[src/rtl/csr_mailbox.sv]
// csr_mailbox: CSR-bus byte mailbox with a hardware-to-CPU FIFO and a CPU-to-hardware FIFO
module csr_mailbox #(
    parameter logic [3:0] csr_addr   = 4'h0,
    parameter int         depth_log2 = 4
) (
    input  logic        sys_clk,
    input  logic        sys_rst_n,
    input  logic [13:0] csr_a,
    input  logic        csr_we,
    input  logic [31:0] csr_di,
    output logic [31:0] csr_do,
    output logic        irq,
    input  logic [7:0]  rx_data,
    input  logic        rx_valid,
    output logic        rx_ready,
    output logic [7:0]  tx_data,
    output logic        tx_valid,
    input  logic        tx_ready
);
    localparam int aw    = depth_log2;
    localparam int cw    = depth_log2 + 1;
    localparam int depth = 1 << depth_log2;
    localparam logic [cw-1:0] full_cnt = cw'(depth);

    logic [7:0]    in_mem  [depth];
    logic [7:0]    out_mem [depth];
    logic [aw-1:0] in_wp, in_rp, out_wp, out_rp;
    logic [cw-1:0] in_cnt, out_cnt;
    logic          rx_evt, tx_evt, ovf;
    logic [1:0]    ctrl;
    logic          sel, wr, wr_data, wr_stat, wr_ctrl, wr_pop;
    logic          rx_avail, tx_full, in_push, in_pop, out_push, out_pop;
    logic          ovf_set, tx_evt_set;
    logic [7:0]    in_head, in_lvl, out_lvl;
    logic [2:0]    ra;
    logic [31:0]   rdata;
    logic          unused_bits;

    assign sel        = csr_a[13:10] == csr_addr;
    assign ra         = csr_a[2:0];
    assign wr         = csr_we & sel;
    assign wr_data    = wr & (ra == 3'd0);
    assign wr_stat    = wr & (ra == 3'd1);
    assign wr_ctrl    = wr & (ra == 3'd2);
    assign wr_pop     = wr & (ra == 3'd4);
    assign rx_avail   = in_cnt != '0;
    assign rx_ready   = in_cnt != full_cnt;
    assign tx_valid   = out_cnt != '0;
    assign tx_full    = out_cnt == full_cnt;
    assign in_push    = rx_valid & rx_ready;
    assign in_pop     = wr_pop & rx_avail;
    assign out_pop    = tx_valid & tx_ready;
    assign out_push   = wr_data & (~tx_full | out_pop);
    assign ovf_set    = wr_data & tx_full & ~out_pop;
    assign tx_evt_set = out_pop & (out_cnt == cw'(1)) & ~out_push;
    assign in_head    = rx_avail ? in_mem[in_rp] : 8'h00;
    assign tx_data    = tx_valid ? out_mem[out_rp] : 8'h00;
    assign in_lvl     = 8'(in_cnt);
    assign out_lvl    = 8'(out_cnt);
    assign unused_bits = ^{csr_a[9:3], csr_di[31:8]};

    // Register read mux; unmapped offsets read as zero
    always_comb begin
        rdata = ra == 3'd0 ? {23'b0, rx_avail, in_head} :
                ra == 3'd1 ? {26'b0, ovf, tx_full, rx_avail, tx_evt, rx_evt, ~tx_valid} :
                ra == 3'd2 ? {30'b0, ctrl} :
                ra == 3'd3 ? {16'b0, out_lvl, in_lvl} : 32'b0;
    end

    // FIFO storage needs no reset: the counts gate every visible read
    always_ff @(posedge sys_clk) begin
        if (in_push) in_mem[in_wp] <= rx_data;
        if (out_push) out_mem[out_wp] <= csr_di[7:0];
    end

    // Pointers, counts, sticky events (set beats w1c clear), control, irq and read data
    always_ff @(posedge sys_clk or negedge sys_rst_n) begin
        if (!sys_rst_n) begin
            in_wp   <= '0;
            in_rp   <= '0;
            out_wp  <= '0;
            out_rp  <= '0;
            in_cnt  <= '0;
            out_cnt <= '0;
            rx_evt  <= 1'b0;
            tx_evt  <= 1'b0;
            ovf     <= 1'b0;
            ctrl    <= 2'b0;
            irq     <= 1'b0;
            csr_do  <= '0;
        end else begin
            if (in_push) in_wp <= in_wp + aw'(1);
            if (in_pop) in_rp <= in_rp + aw'(1);
            if (out_push) out_wp <= out_wp + aw'(1);
            if (out_pop) out_rp <= out_rp + aw'(1);
            in_cnt  <= in_cnt + cw'(in_push) - cw'(in_pop);
            out_cnt <= out_cnt + cw'(out_push) - cw'(out_pop);
            rx_evt  <= in_push | (rx_evt & ~(wr_stat & csr_di[1]));
            tx_evt  <= tx_evt_set | (tx_evt & ~(wr_stat & csr_di[2]));
            ovf     <= ovf_set | (ovf & ~(wr_stat & csr_di[5]));
            if (wr_ctrl) ctrl <= csr_di[1:0];
            irq     <= (rx_evt & ctrl[0]) | (tx_evt & ctrl[1]);
            csr_do  <= sel ? rdata : 32'b0;
        end
    end
endmodule

[config.mk]
export PLATFORM = sky130hd
export DESIGN_NAME = csr_mailbox
export DESIGN_NICKNAME = d
export VERILOG_FILES = /design/src/rtl/csr_mailbox.sv
export SDC_FILE = /design/constraint.sdc
export NUM_CORES = 1
export LEC_CHECK = 0
export CAP_MARGIN = 20
export CORE_ASPECT_RATIO = 1.75
export CORE_MARGIN = 2
export CORE_UTILIZATION = 60
export CTS_CLUSTER_SIZE = 24
export DETAILED_ROUTE_END_ITERATION = 6
export PLACE_DENSITY = 0.88
export SLEW_MARGIN = 40
export SYNTH_ARGS = -nofsm -noshare
export SYNTH_HDL_FRONTEND = slang
export SYNTH_SLANG_ARGS = --single-unit
[constraint.sdc]
create_clock -name sys_clk -period 5.6 [get_ports sys_clk]
set_clock_uncertainty 0.1 [all_clocks]
set_input_delay 0.84 -clock sys_clk [delete_from_list [all_inputs] [get_ports sys_clk]]
set_output_delay 0.84 -clock sys_clk [all_outputs]
set_load 0.02 [all_outputs]
==> reports/metrics.yaml, run 1 <==
outcome:
  status: "finished with violations"
  violations: "design-rule violations"
run:
  maxCapViolations: 0
synthesis:
  yosys.area_share.simple: 0.0523
  synth_area_leaders: "edfxtp_1 61%, mux4_2 10%, dfrtp_1 9.0%, mux4_1 3.2%, ha_1 2.2%"
  netlist.area_leader.share: 0.615
  seq_area_frac_synth: 0.705
  synth-xor-area-share: 0.0140
  synth.largest_area_cell: "edfxtp_1"
  synthDistinctLibCells: 51
  async_reset_ff_frac: 0.150
  ys_ff_latch: 301
  synthAdderAreaFrac: 0.0252
  syn_inst: 656
  synth_edf_count: 256
  synth_top_family_by_area: "multiplexers"
  muxShareOfSynthArea: 0.151
  syn_avg_cell_area_um2: 19.1
  ys.flop_type: "edfxtp_1"
  syn_area_um2: 12500
  yosys_warnings: 0
  synth-compound-area-share: 0.0189
global_route:
  grt_max_degree: 46
  grt_pass1_wl_um: 39100
  antenna_found_initial: 0
  overflow: 0
  grt.total_usage: 0.239
  grt_pass1_vias: 6691
final_layout:
  fin_area_um2: 13900
  postLayoutCoreUtil: 0.684
  layout_commonest_cell: "edfxtp_1"
  layout.nets: 797
  area.growth.synth_to_final_pct: 11.4
  final_cells: 980
  layout_common_cells: "256 x edfxtp_1, 57 x mux4_2, 50 x clkdlybuf4s50_1, 41 x dfrtp_1, 28 x and2_1"
  drive_above_1_share: 0.173
  antenna_cells: 0
clocking:
  clock-root-buffer: "clkbuf_16"
  cts_tree: "built"
  clock-sinks: 301
  cts_max_path_buffers: 3
  h-tree-depth: 1
  hold_buffers: 0
  clk_latency_ns: 0.52
  cts.repair.resized: 0
  cts_setup_buffers: 0
  cts.clk_slew.worst_paths_ns: 0.07
  numCtsBuffers: 25
timing:
  fmax_mhz: 238
  worst_slew_pin_slew_ns: 0.721
  whs_ns: 0.342
  fin_tns_setup_ns: 0
  rsz0062_at_grt: "no"
  hold_viol: 0
  setup_violations: 0
  slew-limit-headroom: 0.518
  drv_slew: 0
  period_needed_ns: 4.20
  setup_ws_ns: 1.40
  timing.final.crit_share: 0.750
power_and_ir_drop:
  combPwrFrac: 0.232
  power_frac_clock: 0.277
  leakage_nw: 4.77
  power_mw: 5.81
  p_sw_frac: 0.278
  seq_power_share: 0.491
  p_switching_mw: 1.61
  power.internal_mw: 4.20
  powerDensity_nw_per_um2: 417
  ir_worst_vdd_mv: 0.353
die:
  start_util: 0.614
  die_h_um: 195
  fp.dieArea_um2: 22100
  core-area_um2: 20400
  fp-row-count: 69
  boundaryPins: 102
  die_w_um: 113
worst_setup_path:
  critPathTopFamily: "multiplexers"
  worstSetupPathType: "reg2out"
  start_kind: "flip-flop"
  path_buf_inv: 1
  cp.arrival_ns: 3.26
  end_kind: "output port"
  r2r_slack_ns: 2.19
  reg2regPathDepth: 12
  r2r-start: "out_cnt[3]$_DFF_PN0_"
  crit_chain: "mux4_1, mux4_2, and2_1, clkdlybuf4s50_1"
  r2r_end: "out_cnt[4]$_DFF_PN0_"
  slowest_stage: "dfrtp_4"
  startpoint: "out_rp[0]$_DFFE_PN0N_"
  required_ns: 4.66
  crit_fanout: 35
  cpPeakStageDelay_ns: 0.81
drt:
  drtPass1Iterations: 7
  num_vias: 6212
  avgRoutedWirePerCell_um: 26.3
  routed_via_density: 6.34
  drc: 4
  drtIter0Drc: 522
  routed_wl_um: 25800
  ant_nets: 0
placed_design:
  dp_cells: 935
  post_dp_cell_area_um2: 13200
  place_ws_ns: 1.54
  place_congestion: 0.825
  port_buffers: 51
  hpwl_um: 17700
hold_path:
  worstHoldPathType: "in2async"
## synthesized netlist by cell type (2+ instances only)
library cell,count
mux4_2,57
inv_1,25
nor4b_1,2
nor2b_1,4
xnor2_1,12
a211oi_1,6
nand2_1,10
mux2i_1,11
nor4bb_1,2
buf_2,6
fa_1,2
mux4_1,15
nor3b_1,3
nand4bb_1,3
o21ai_0,3
edfxtp_1,256
dfrtp_1,45
buf_6,2
o22ai_1,3
a22oi_1,2
a21o_1,4
and3_1,9
a31oi_1,2
nor2_1,15
a21oi_1,8
nor3_1,6
ha_1,22
nand4_1,3
nor4_1,9
nand3_1,4
mux2_2,9
nand2b_1,4
buf_4,22
a31o_2,2
clkbuf_1,14
and2_1,28
nand3b_1,2
xor2_1,8
buf_1,4
## per-layer routing
metal	GRT usage	wire, um
met1	0.264	8670
met2	0.456	14900
met3	0.0309	1370
met4	0.0935	903
met5	0	0
## sequential cells by signal, indices dropped and copies added (netlist names)
| register | count |
|---|---|
| csr_do | 13 |
| ctrl | 2 |
| in_cnt | 5 |
| in_mem | 128 |
| in_rp | 4 |
| in_wp | 4 |
| irq | 1 |
| out_cnt | 5 |
| out_mem | 128 |
| out_rp | 4 |
| out_wp | 4 |
| ovf | 1 |
| rx_evt | 1 |
| tx_evt | 1 |
## worst reg2reg max path, stage by stage (launching register included)
cell and delay [ns]:
dfrtp_1 0.40, inv_1 0.09, ha_1 0.19, or4b_1 0.70, and2_1 0.37, ha_1 0.32
inv_1 0.04, ha_1 0.21, fa_1 0.45, a21oi_1 0.17, nor2_1 0.05, nor2_1 0.12
xnor2_1 0.13
## cells by family after synthesis
logic type               Yosys count
flip-flops                       301
AND/OR/NAND/NOR                  108
multiplexers                      92
buffers and inverters             75
AO/OA/AOI/OAI                     35
adder cells (fa/ha/maj)           24
XOR/XNOR                          20
other                              1
## worst max path at each step
| stage | endpoint | slack (ns) | cells after the start |
|---|---|---|---|
| after floorplan | out_cnt[4]$_DFF_PN0_ | 2.31 | 12 |
| after global placement | out_cnt[4]$_DFF_PN0_ | 1.61 | 13 |
| after detailed placement | out_cnt[4]$_DFF_PN0_ | 1.54 | 12 |
| after CTS | tx_data[3] | 1.37 | 4 |
| after global routing | tx_data[5] | 1.30 | 4 |
| final | tx_data[6] | 1.40 | 4 |
## power groups by stage
stage	Clock (mW)	Sequential, mW	Combinational, mW
3_3_place_gp	0	2.88	1.26
6_report	1.61	2.85	1.35
4_1_cts	1.63	2.85	1.36
2_1_floorplan	0	2.72	1.10
3_5_place_dp	0	2.90	1.35
5_1_grt	1.72	2.88	1.43
## area by class of cell
| type | instances | area (um2) |
|---|---|---|
| fill | 1247 | 6450 |
| sequential | 301 | 8820 |
| multi-input combinational | 298 | 3350 |
| clock inverter | 11 | 62.6 |
| clock buffer | 34 | 689 |
| tap | 248 | 310 |
| timing repair buffer | 63 | 596 |
| inverter | 25 | 93.8 |
No activity file was read; power rests on OpenSTA's default activity.
==> run 2, diff against run 1 <==
--- a/config.mk
+++ b/config.mk
@@ -8,10 +8,10 @@
 export CAP_MARGIN = 20
 export CORE_ASPECT_RATIO = 1.75
 export CORE_MARGIN = 2
-export CORE_UTILIZATION = 60
+export CORE_UTILIZATION = 52
 export CTS_CLUSTER_SIZE = 24
 export DETAILED_ROUTE_END_ITERATION = 6
-export PLACE_DENSITY = 0.88
+export PLACE_DENSITY = 0.81
 export SLEW_MARGIN = 40
 export SYNTH_ARGS = -nofsm -noshare
 export SYNTH_HDL_FRONTEND = slang
==> constraint.sdc (replaced) <==
create_clock -name sys_clk -period 3.61 [get_ports sys_clk]
set_clock_uncertainty 0.1 [all_clocks]
set_input_delay 0.5415 -clock sys_clk [delete_from_list [all_inputs] [get_ports sys_clk]]
set_output_delay 0.5415 -clock sys_clk [all_outputs]
set_load 0.02 [all_outputs]
==> reports/metrics.yaml, run 2 (synthesized netlist as in run 1, its figures left out) <==
global_route:
  overflow: 0
  grt.total_usage: 0.207
  antenna_found_initial: 0
  grt_pass1_wl_um: 38600
  grt_pass1_vias: 6598
  grt_max_degree: 39
drt:
  avgRoutedWirePerCell_um: 24.0
  drtPass1Iterations: 5
  num_vias: 6161
  routed_wl_um: 25400
  ant_nets: 0
  drtIter0Drc: 474
  routed_via_density: 5.82
  drc: 0
final_layout:
  postLayoutCoreUtil: 0.596
  layout_common_cells: "256 x edfxtp_1, 58 x mux4_2, 43 x clkdlybuf4s50_1, 41 x dfrtp_1, 28 x and2_1"
  layout.nets: 813
  antenna_cells: 0
  area.growth.synth_to_final_pct: 13.7
  fillers: 1706
  final_cells: 1058
  drive_above_1_share: 0.191
  reg_top3: "in_mem (128), out_mem (128), csr_do (13)"
  layout_commonest_cell: "edfxtp_1"
worst_setup_path:
  crit_fanout: 9
  start_kind: "flip-flop"
  cp.arrival_ns: 2.89
  required_ns: 2.97
  worstSetupPathType: "reg2out"
  end_kind: "output port"
clocking:
  numCtsBuffers: 26
  cts_tree: "built"
  h-tree-depth: 1
  cts_max_path_buffers: 3
  cts_setup_buffers: 0
  clock-sinks: 301
  clock-root-buffer: "clkbuf_16"
  cts.clk_slew.worst_paths_ns: 0.07
  clk_latency_ns: 0.54
timing:
  fmax_mhz: 283
  timing.final.crit_share: 0.979
  setup_violations: 0
  drv_slew: 0
  slew-limit-headroom: 0.557
  rsz0062_at_grt: "no"
  period_needed_ns: 3.53
  hold_viol: 0
  worst_slew_pin_slew_ns: 0.663
  fin_tns_setup_ns: 0
placed_design:
  hpwl_um: 18100
  place_congestion: 0.791
  dp_cells: 1009
  port_buffers: 51
power_and_ir_drop:
  leakage_nw: 4.90
  ir_worst_vdd_mv: 0.454
  powerDensity_nw_per_um2: 653
  power_mw: 9.28
die:
  boundaryPins: 102
  fp-row-count: 75
  fp.dieArea_um2: 25300
  die_w_um: 121
  core-area_um2: 23800
  die_h_um: 209
  start_util: 0.525
hold_path:
  worstHoldPathType: "reg2reg"
run:
  maxCapViolations: 0
outcome:
  status: "completed"
==> run 2: critical path, cell delays in order, from the launching register on <==
cell,delay (ns)
dfrtp_2,0.44
buf_6,0.19
mux4_2,0.56
mux4_2,0.48
and2_1,0.17
clkdlybuf4s50_1,0.53
==> run 2: power by group <==
group          internal, mW  total, mW  leakage [nW]  switching (mW)
clock network          1.58       2.79         0.417            1.21
logic                  1.11       2.19          1.61            1.08
registers              4.05       4.31          2.87           0.252
==> run 2: cell type report <==
cell class / count / area [um2] / area share
clock buffer: 30 / 687 / 0.0483
clock inverter: 18 / 171 / 0.0121
inverter: 25 / 93.8 / 0.00660
multi-input combinational: 298 / 3340 / 0.235
sequential: 301 / 8820 / 0.620
tap: 308 / 385 / 0.0271
timing repair buffer: 78 / 721 / 0.0507
==> run 2: what timing repair did <==
| item | 4_1_cts | 5_1_grt |
|---|---|---|
| setup endpoints to repair | 7 | 0 |
| resized for setup | 9 | 0 |
| endpoints found under the hold margin | 37 | 0 |
| hold buffers | 1 | 0 |
==> run 2: through the flow <==
| stage | hold slack, ns | worst slack [ns] | cell area [um2] |
|---|---|---|---|
| CTS | 0.398 | 0.0438 | 14200 |
| global route | 0.416 | 0.0187 | 14200 |
| global placement | 0.384 | 0.214 | 13400 |
| detailed placement | 0.383 | 0.125 | 13400 |
| floorplan | 0.146 | 0.616 | 12600 |
| finish | 0.399 | 0.0769 | 14200 |
==> run 2: path summary, 6_finish.rpt <==
| path | endpoint | depth (start not counted) | slack, ns | from |
|---|---|---|---|---|
| worst max-delay path | tx_data[7] | 5 | 0.08 | out_rp[0]$_DFFE_PN0N_ |
| worst min-delay path | ovf$_DFF_PN0_ | 1 | 0.40 | ovf$_DFF_PN0_ |
| worst max register to register | out_cnt[4]$_DFF_PN0_ | 12 | 0.57 | out_cnt[3]$_DFF_PN0_ |
| worst min register to register | ovf$_DFF_PN0_ | 1 | 0.40 | ovf$_DFF_PN0_ |
| max in group asynchronous | out_wp[3]$_DFFE_PN0P_ | 3 | 2.44 | sys_rst_n |
| min in group asynchronous | in_cnt[3]$_DFF_PN0_ | 2 | 0.42 | sys_rst_n |
==> run 2: metal layers <==
metal  global-route usage  vias to the layer above  share of wire
met5                    0                        -              0
met4               0.0820                        0          0.038
met3               0.0235                       55          0.045
met2                0.402                      212           0.58
met1                0.222                     3179           0.33
li1                     -                     2715              -
==> run 3, diff against run 2 <==
--- a/config.mk
+++ b/config.mk
@@ -8,10 +8,10 @@
 export CAP_MARGIN = 20
 export CORE_ASPECT_RATIO = 1.75
 export CORE_MARGIN = 2
-export CORE_UTILIZATION = 52
+export CORE_UTILIZATION = 40
 export CTS_CLUSTER_SIZE = 24
 export DETAILED_ROUTE_END_ITERATION = 6
-export PLACE_DENSITY = 0.81
+export PLACE_DENSITY = 0.67
 export SLEW_MARGIN = 40
 export SYNTH_ARGS = -nofsm -noshare
 export SYNTH_HDL_FRONTEND = slang
==> reports/metrics.yaml, run 3 (synthesized netlist as in run 1, its figures left out) <==
die:
  die_h_um: 238
  core-area_um2: 30700
  boundaryPins: 102
  die_w_um: 138
  fp.dieArea_um2: 32700
  fp-row-count: 85
  start_util: 0.407
global_route:
  grt.total_usage: 0.160
  overflow: 0
  groute.layer.met1.usage: 0.169
  antenna_found_initial: 1
  grt_use_met3: 0.0261
  globalRouteMet2Util: 0.311
  grt_pass1_wl_um: 38200
  grt_pass1_vias: 6422
  busiest_layer: "met2"
  grt_max_degree: 46
worst_setup_path:
  path_common_cell: "mux4_2"
  end_kind: "output port"
  path_buf_inv: 2
  crit_chain: "buf_12, mux4_2, mux4_2, and2_1, clkdlybuf4s50_1"
  start_kind: "flip-flop"
  r2r-start: "in_cnt[3]$_DFF_PN0_"
  required_ns: 2.97
  crit_fanout: 21
  r2r_slack_ns: 0.51
  critPathTopFamily: "multiplexers"
  slowest_stage: "mux4_2"
  cp.arrival_ns: 2.82
  reg2regPathDepth: 14
  r2r_end: "in_cnt[4]$_DFF_PN0_"
  startpoint: "out_rp[0]$_DFFE_PN0N_"
  worstSetupPathType: "reg2out"
  cpPeakStageDelay_ns: 0.53
final_layout:
  final_cells: 1167
  reg_top3: "in_mem (128), out_mem (128), csr_do (13)"
  area.growth.synth_to_final_pct: 16.7
  layout.nets: 839
  antenna_cells: 0
  postLayoutCoreUtil: 0.475
  fillers: 2535
  drive_above_1_share: 0.222
  layout_common_cells: "256 x edfxtp_1, 57 x mux4_2, 49 x buf_4, 43 x clkdlybuf4s50_1, 42 x dfrtp_1"
  layout_commonest_cell: "edfxtp_1"
drt:
  drc: 0
  num_vias: 6109
  ant_nets: 0
  routed_wl_um: 25400
  routed_via_density: 5.23
  drtIter0Drc: 330
  drtPass1Iterations: 6
  avgRoutedWirePerCell_um: 21.8
placed_design:
  place_congestion: 0.791
  dp_cells: 1117
  port_buffers: 51
  hpwl_um: 18100
  place_ws_ns: 0.154
clocking:
  cts_setup_buffers: 0
  cts.clk_slew.worst_paths_ns: 0.06
  numCtsBuffers: 27
  clock-sinks: 301
  cts_tree: "built"
  clk_latency_ns: 0.54
  cts_max_path_buffers: 3
  clock-root-buffer: "clkbuf_16"
  h-tree-depth: 1
power_and_ir_drop:
  powerDensity_nw_per_um2: 641
  power.internal_mw: 6.82
  leakage_nw: 5.08
  combPwrFrac: 0.232
  ir_worst_vdd_mv: 0.518
  p_sw_frac: 0.271
  power_frac_clock: 0.305
  seq_power_share: 0.463
  p_switching_mw: 2.53
timing:
  timing.final.crit_share: 0.960
  period_needed_ns: 3.46
  rsz0062_at_grt: "no"
  setup_ws_ns: 0.146
  hold_viol: 0
  setup_violations: 0
  slew-limit-headroom: 0.489
  fin_tns_setup_ns: 0
  drv_slew: 0
  fmax_mhz: 289
  worst_slew_pin_slew_ns: 0.766
hold_path:
  whs_endpoint: "ovf$_DFF_PN0_"
  hold_depth: 1
  min_from: "ovf$_DFF_PN0_"
  worstHoldPathType: "reg2reg"
outcome:
  status: "completed"
run:
  maxCapViolations: 0
-- run 3: cell types whose count changed in the layout (fill, tap and decap cells not counted), sizes merged --
cell	change
clkinvlp	-2
buf	+25
dlygate4sd2	-1
dlymetal6s2s	+1
clkinv	+1
clkbuf	+2
-- run 3: power by group through the flow --
stage / clock, mW / combinational [mW] / sequential [mW]
after global placement: 0 / 2.22 / 4.39
after CTS: 2.91 / 2.22 / 4.33
after detailed placement: 0 / 2.26 / 4.40
final: 2.86 / 2.17 / 4.33
after floorplan: 0 / 1.71 / 4.22
after global routing: 3.05 / 2.39 / 4.37
-- run 3: repair_timing --
| item | in CTS | in global routing |
|---|---|---|
| pin swaps | 0 | 0 |
| setup endpoints to repair | 6 | 1 |
| resized for setup | 8 | 1 |
| hold endpoints to repair | 45 | 0 |
| hold buffers | 1 | 0 |
-- run 3: worst max-delay path by stage --
stage                                 endpoint  cells after the start
after global placement     in_cnt[4]$_DFF_PN0_                     14
after CTS                           tx_data[5]                      5
after floorplan           out_cnt[4]$_DFF_PN0_                     12
after global routing                tx_data[7]                      5
final                               tx_data[7]                      5
after detailed placement   in_cnt[4]$_DFF_PN0_                     14
-- run 3: final cells by class --
type	instances	area (um2)	share of cell area
flip-flops and latches	301	8820	0.604
inverters	25	93.8	0.00643
clock inverters	17	171	0.0118
clock buffers	32	714	0.0490
repair buffers	103	928	0.0636
multi-input cells	298	3370	0.231
well taps	391	489	0.0335
-- run 3: per-layer routing --
| metal | part of all wire | wire length [um] | vias to the layer above |
|---|---|---|---|
| met4 | 0.030 | 759 | 2 |
| met3 | 0.046 | 1160 | 46 |
| li1 | - | - | 2756 |
| met1 | 0.34 | 8640 | 3148 |
| met2 | 0.58 | 14800 | 157 |
| met5 | 0.00043 | 11 | - |
-- run 3: through the flow --
step           hold WS, ns  cell area (um2)  total power, mW
2_1_floorplan        0.146            12600             5.93
3_3_place_gp         0.371            13700             6.61
3_5_place_dp         0.376            13700             6.66
4_1_cts              0.398            14600             9.47
5_1_grt              0.423            14600             9.81
6_report             0.399            14600             9.36
